$ cat src/rtl/count_mod_buffer.sv
// count_mod_buffer: FIFO of counter samples, each tagged with sample % MOD_DIV.
// Optional macro DROP_COUNT_EN adds a saturating count of rejected samples.
//
// Ports:
//   clk, reset          clock and synchronous active-high reset
//   in_valid, in_data   sample offered by the counter
//   in_ready            buffer has room this cycle
//   out_valid           head entry available
//   out_data, out_rem   head sample and its remainder (0 when empty)
//   out_ready           consumer takes the head entry this cycle
//   level               number of stored entries
//   drop_count          rejected samples, saturating (DROP_COUNT_EN only)
module count_mod_buffer #(
    parameter int DEPTH   = 8,
    parameter int MOD_DIV = 3
) (
    input  logic                       clk,
    input  logic                       reset,
    input  logic                       in_valid,
    input  logic [3:0]                 in_data,
    output logic                       in_ready,
    output logic                       out_valid,
    output logic [3:0]                 out_data,
    output logic [3:0]                 out_rem,
    input  logic                       out_ready,
`ifdef DROP_COUNT_EN
    output logic [7:0]                 drop_count,
`endif
    output logic [$clog2(DEPTH+1)-1:0] level
);

    localparam int AW = (DEPTH > 1) ? $clog2(DEPTH) : 1;
    localparam int LW = $clog2(DEPTH + 1);
    localparam logic [3:0] DIV = 4'(MOD_DIV);
    localparam logic [AW-1:0] LAST = AW'(DEPTH - 1);
    localparam logic [LW-1:0] FULL = LW'(DEPTH);

    logic [7:0]    mem [DEPTH];
    logic [AW-1:0] wr_ptr;
    logic [AW-1:0] rd_ptr;
    logic [3:0]    rem;
    logic          push;
    logic          pop;
    logic [7:0]    head;

    // Flags come straight from the registered level, so a pop in a full
    // cycle cannot open the input until the following cycle.
    assign in_ready  = (level != FULL);
    assign out_valid = (level != '0);

    assign push = in_valid && in_ready;
    assign pop  = out_valid && out_ready;

    assign rem = in_data % DIV;

    assign head     = mem[rd_ptr];
    assign out_data = out_valid ? head[7:4] : 4'd0;
    assign out_rem  = out_valid ? head[3:0] : 4'd0;

    always_ff @(posedge clk) begin
        if (reset) begin
            wr_ptr <= '0;
            rd_ptr <= '0;
            level  <= '0;
        end else begin
            if (push) begin
                wr_ptr <= (wr_ptr == LAST) ? '0 : wr_ptr + AW'(1);
            end
            if (pop) begin
                rd_ptr <= (rd_ptr == LAST) ? '0 : rd_ptr + AW'(1);
            end
            if (push && !pop) begin
                level <= level + LW'(1);
            end else if (pop && !push) begin
                level <= level - LW'(1);
            end
        end
    end

    // Storage is not reset; empty-forcing on the outputs hides stale words.
    always_ff @(posedge clk) begin
        if (!reset && push) begin
            mem[wr_ptr] <= {in_data, rem};
        end
    end

`ifdef DROP_COUNT_EN
    always_ff @(posedge clk) begin
        if (reset) begin
            drop_count <= 8'd0;
        end else if (in_valid && !in_ready && drop_count != 8'hFF) begin
            drop_count <= drop_count + 8'd1;
        end
    end
`endif

endmodule

$ cat config.mk
export PLATFORM = sky130hd
export DESIGN_NAME = count_mod_buffer
export DESIGN_NICKNAME = d
export VERILOG_FILES = /design/src/rtl/count_mod_buffer.sv
export SDC_FILE = /design/constraint.sdc
export NUM_CORES = 1
export LEC_CHECK = 0
export CAP_MARGIN = 30
export CELL_PAD_IN_SITES_DETAIL_PLACEMENT = 1
export CELL_PAD_IN_SITES_GLOBAL_PLACEMENT = 2
export CORE_ASPECT_RATIO = 0.7
export CORE_MARGIN = 3
export CORE_UTILIZATION = 40
export CTS_CLUSTER_DIAMETER = 40
export DETAILED_ROUTE_END_ITERATION = 8
export PLACE_DENSITY = 0.77
export SLEW_MARGIN = 20
export SYNTH_ARGS = -nofsm -noshare
export SYNTH_HDL_FRONTEND = slang
export SYNTH_SLANG_ARGS = --single-unit
$ cat constraint.sdc
create_clock -name clk -period 3.3 [get_ports clk]
set_clock_uncertainty 0.2 [all_clocks]
set_input_delay 0.825 -clock clk [delete_from_list [all_inputs] [get_ports clk]]
set_output_delay 0.825 -clock clk [all_outputs]
set_load 0.02 [all_outputs]
==> run_results.csv <==
group,metric,value,unit
place,dp.cells,349,
die,core_area,0.00801,mm2
layout,layout-drive-gt1-share,0.313,
layout,final_cell_mix,"64 x edfxtp_1, 29 x buf_4, 25 x nor2_1, 16 x mux4_2, 15 x clkdlybuf4s50_1",
synth,synth_cell_types,42,
layout,instances_no_fill,366,
global_route,grt_overflow,0,
synth,yosysWarnings,0,
layout,area_growth,26.6,%
layout,n_antenna_cell,0,
timing,setup_viol,0,
clocking,clk_latency,0.33,ns
synth,synth_area_leaders,"edfxtp_1 57%, mux4_2 11%, dfxtp_1 7.8%, ha_1 3.7%, mux2i_1 3.6%",
clocking,h-tree-depth,3,
outcome,status,"complete, no violations",
synth,synth-main-ff-cell,"edfxtp_1",
route,drc,0,
critical_path,startpoint_type,"input port",
critical_path,r2r_slack,0.32,ns
clocking,cts_sinks,77,
synth,synth.largest_area_cell,"edfxtp_1",
clocking,cts_made_buffers,9,
power_and_ir_drop,ir_drop,0.000436,V
global_route,grt_pass1_wl,11000,um
synth,synth_top_area_frac,0.572,
die,die_w,115,um
critical_path,path_max_fanout,8,
timing,fin_crit,3.21,ns
global_route,grt_pass1_vias,1947,
timing,finalCritPeriodShare,0.971,
route,drt_wl_total,7190,um
flow_run,cap_violations,0,
place,portBuffers,21,
layout,layout_commonest_cell,"edfxtp_1",
synth,async_flop_share,0,
timing,worst_pin_slew,0.560,ns
clocking,cts-root-buf,"clkbuf_16",
route,vias_per_cell,5.28,
layout,layout.nets,279,
layout,num-fill-cells,757,
route,wl_per_cell,19.6,um
global_route,grt_use_total,0.164,
global_route,grt_max_degree,17,
die,die_h,82.6,um
route,drtPass1Iterations,4,
timing,slew_violations,0,
critical_path,cp-end-kind,"flip-flop",
clocking,cts_buffer_depth,2,
synth,synthCells,206,
synth,synth_seq_cells,77,
power_and_ir_drop,p_per_area,794,mW/mm2
route,drtAntennaViolNets,0,
synth,seq_area_frac_synth,0.650,
global_route,grt_antenna_before_repair,0,
synth,synthesis.nets,225,
clocking,path_clk_slew,0.06,ns
die,pin_count,22,
synth,syn_avg_cell_area,16.3,um2
route,vias,1931,
die,start_util,0.419,
power_and_ir_drop,p_leak,1.57,nW
route,drt_iter0_drc,98,
die,die_area,0.00955,mm2
timing,max_freq,0.312,GHz
hold_path,hold_path.class,"reg -> reg",
power_and_ir_drop,fin_total_pwr,3.37,mW
hold_path,hold_end,"rd_ptr[0]$_SDFFE_PP0P_",
critical_path,required,3.17,ns
hold_path,min_path_cells,2,
critical_path,crit_start,"in_data[2]",
critical_path,r2r-end,"level[3]$_SDFFE_PP0P_",
synth,synth_area,0.00336,mm2
clocking,cts_tree,"done",
critical_path,crit_arrival,3.08,ns
critical_path,critical_path_class,"in -> reg",
timing,whs,0.298,ns
place,gp_routability_congestion,0.765,
critical_path,r2r_start,"level[0]$_SDFFE_PP0P_",
place,place_hpwl,4820,um
clocking,hold_buffers,0,
timing,hold_viol,0,
timing,maxSlewHeadroom,0.626,
critical_path,reg2reg_depth,10,
synth,synth-edff-count,64,
hold_path,min-delay-start,"rd_ptr[0]$_SDFFE_PP0P_",
die,rows,27,
==> through the flow <==
step                area, um2  utilization  worst slack (ns)  TNS, ns
global route             4250        0.531           -0.0164  -0.0999
CTS                      4200        0.525            0.0184        0
global placement         3870        0.484            -0.297    -8.78
floorplan                3360            -             0.312        0
detailed placement       3870        0.484            -0.478   -14.51
finish                   4250        0.531            0.0947        0
==> power by group <==
group,internal [mW],leakage (nW),switching [mW]
Combinational,0.584,0.732,0.600
Clock,0.602,0.153,0.381
Sequential,1.14,0.687,0.0691
Total,2.32,1.57,1.05
==> cells in the mapped netlist, types with 2 or more instances <==
| library cell | n |
|---|---|
| ha_1 | 10 |
| nand3_1 | 3 |
| a21oi_1 | 4 |
| a21oi_2 | 3 |
| nor2_1 | 25 |
| mux2i_1 | 12 |
| buf_2 | 2 |
| nor2b_1 | 2 |
| o21bai_1 | 2 |
| inv_1 | 6 |
| buf_6 | 2 |
| xor2_1 | 2 |
| mux4_2 | 16 |
| nand2b_1 | 4 |
| nand2_1 | 7 |
| xnor2_1 | 2 |
| dfxtp_1 | 13 |
| edfxtp_1 | 64 |
| nor3_1 | 3 |
| clkbuf_1 | 2 |
==> kinds of logic (layout without fill, tap and decap cells) <==
logic type	after synthesis	in the layout	share of synthesized area
AOI/OAI and AO/OA	15	15	0.0335
and+or+nand+nor	54	54	0.0887
xor gates and xnor gates	4	4	0.0104
muxes	30	30	0.151
buffers and inverters	15	74	0.0231
adders and majority gates	11	11	0.0432
DFF	77	77	0.650
==> how the worst max path moves through the flow <==
stage | slack [ns] | end
final | 0.09 | mem[2][1]$_DFFE_PP_
after global routing | -0.02 | mem[2][1]$_DFFE_PP_
after CTS | 0.02 | mem[2][1]$_DFFE_PP_
after detailed placement | -0.48 | mem[2][2]$_DFFE_PP_
after global placement | -0.30 | mem[0][0]$_DFFE_PP_
after floorplan | 0.31 | mem[0][1]$_DFFE_PP_
==> critical path, cell delays in order <==
cell	delay [ns]
clkdlybuf4s50_1	0.52
nor2b_4	0.17
ha_1	0.14
inv_1	0.04
ha_1	0.23
xnor2_2	0.17
a21boi_2	0.22
ha_2	0.21
inv_1	0.07
o211ai_2	0.11
mux2_4	0.37
==> layer usage <==
layer / up-vias / GRT usage / wire [um]
li1: 894 / - / -
met1: 994 / 0.225 / 3420
met2: 33 / 0.256 / 3400
met3: 10 / 0.0459 / 291
met4: 0 / 0.0492 / 80
met5: - / 0 / 0
==> registers in the layout, indices dropped and copies added (netlist names), named ones only <==
signal	flops
level	4
mem	64
rd_ptr	3
wr_ptr	3
==> cell type report <==
cell class              count  area, um2  share of cell area
multi-input cells         114       1150               0.271
clock inverters             4       27.5             0.00648
inverters                   7       26.3             0.00618
repair buffers             51        459               0.108
well taps                 101        126              0.0297
flip-flops and latches     77       2180               0.513
clock buffers              12        279              0.0656
==> what timing repair did <==
item	in CTS	in global routing
resized for setup	7	11
setup endpoints to repair	33	38
pin swaps	0	3
buffers inserted	0	1
Power figures use the tool's default switching activity.
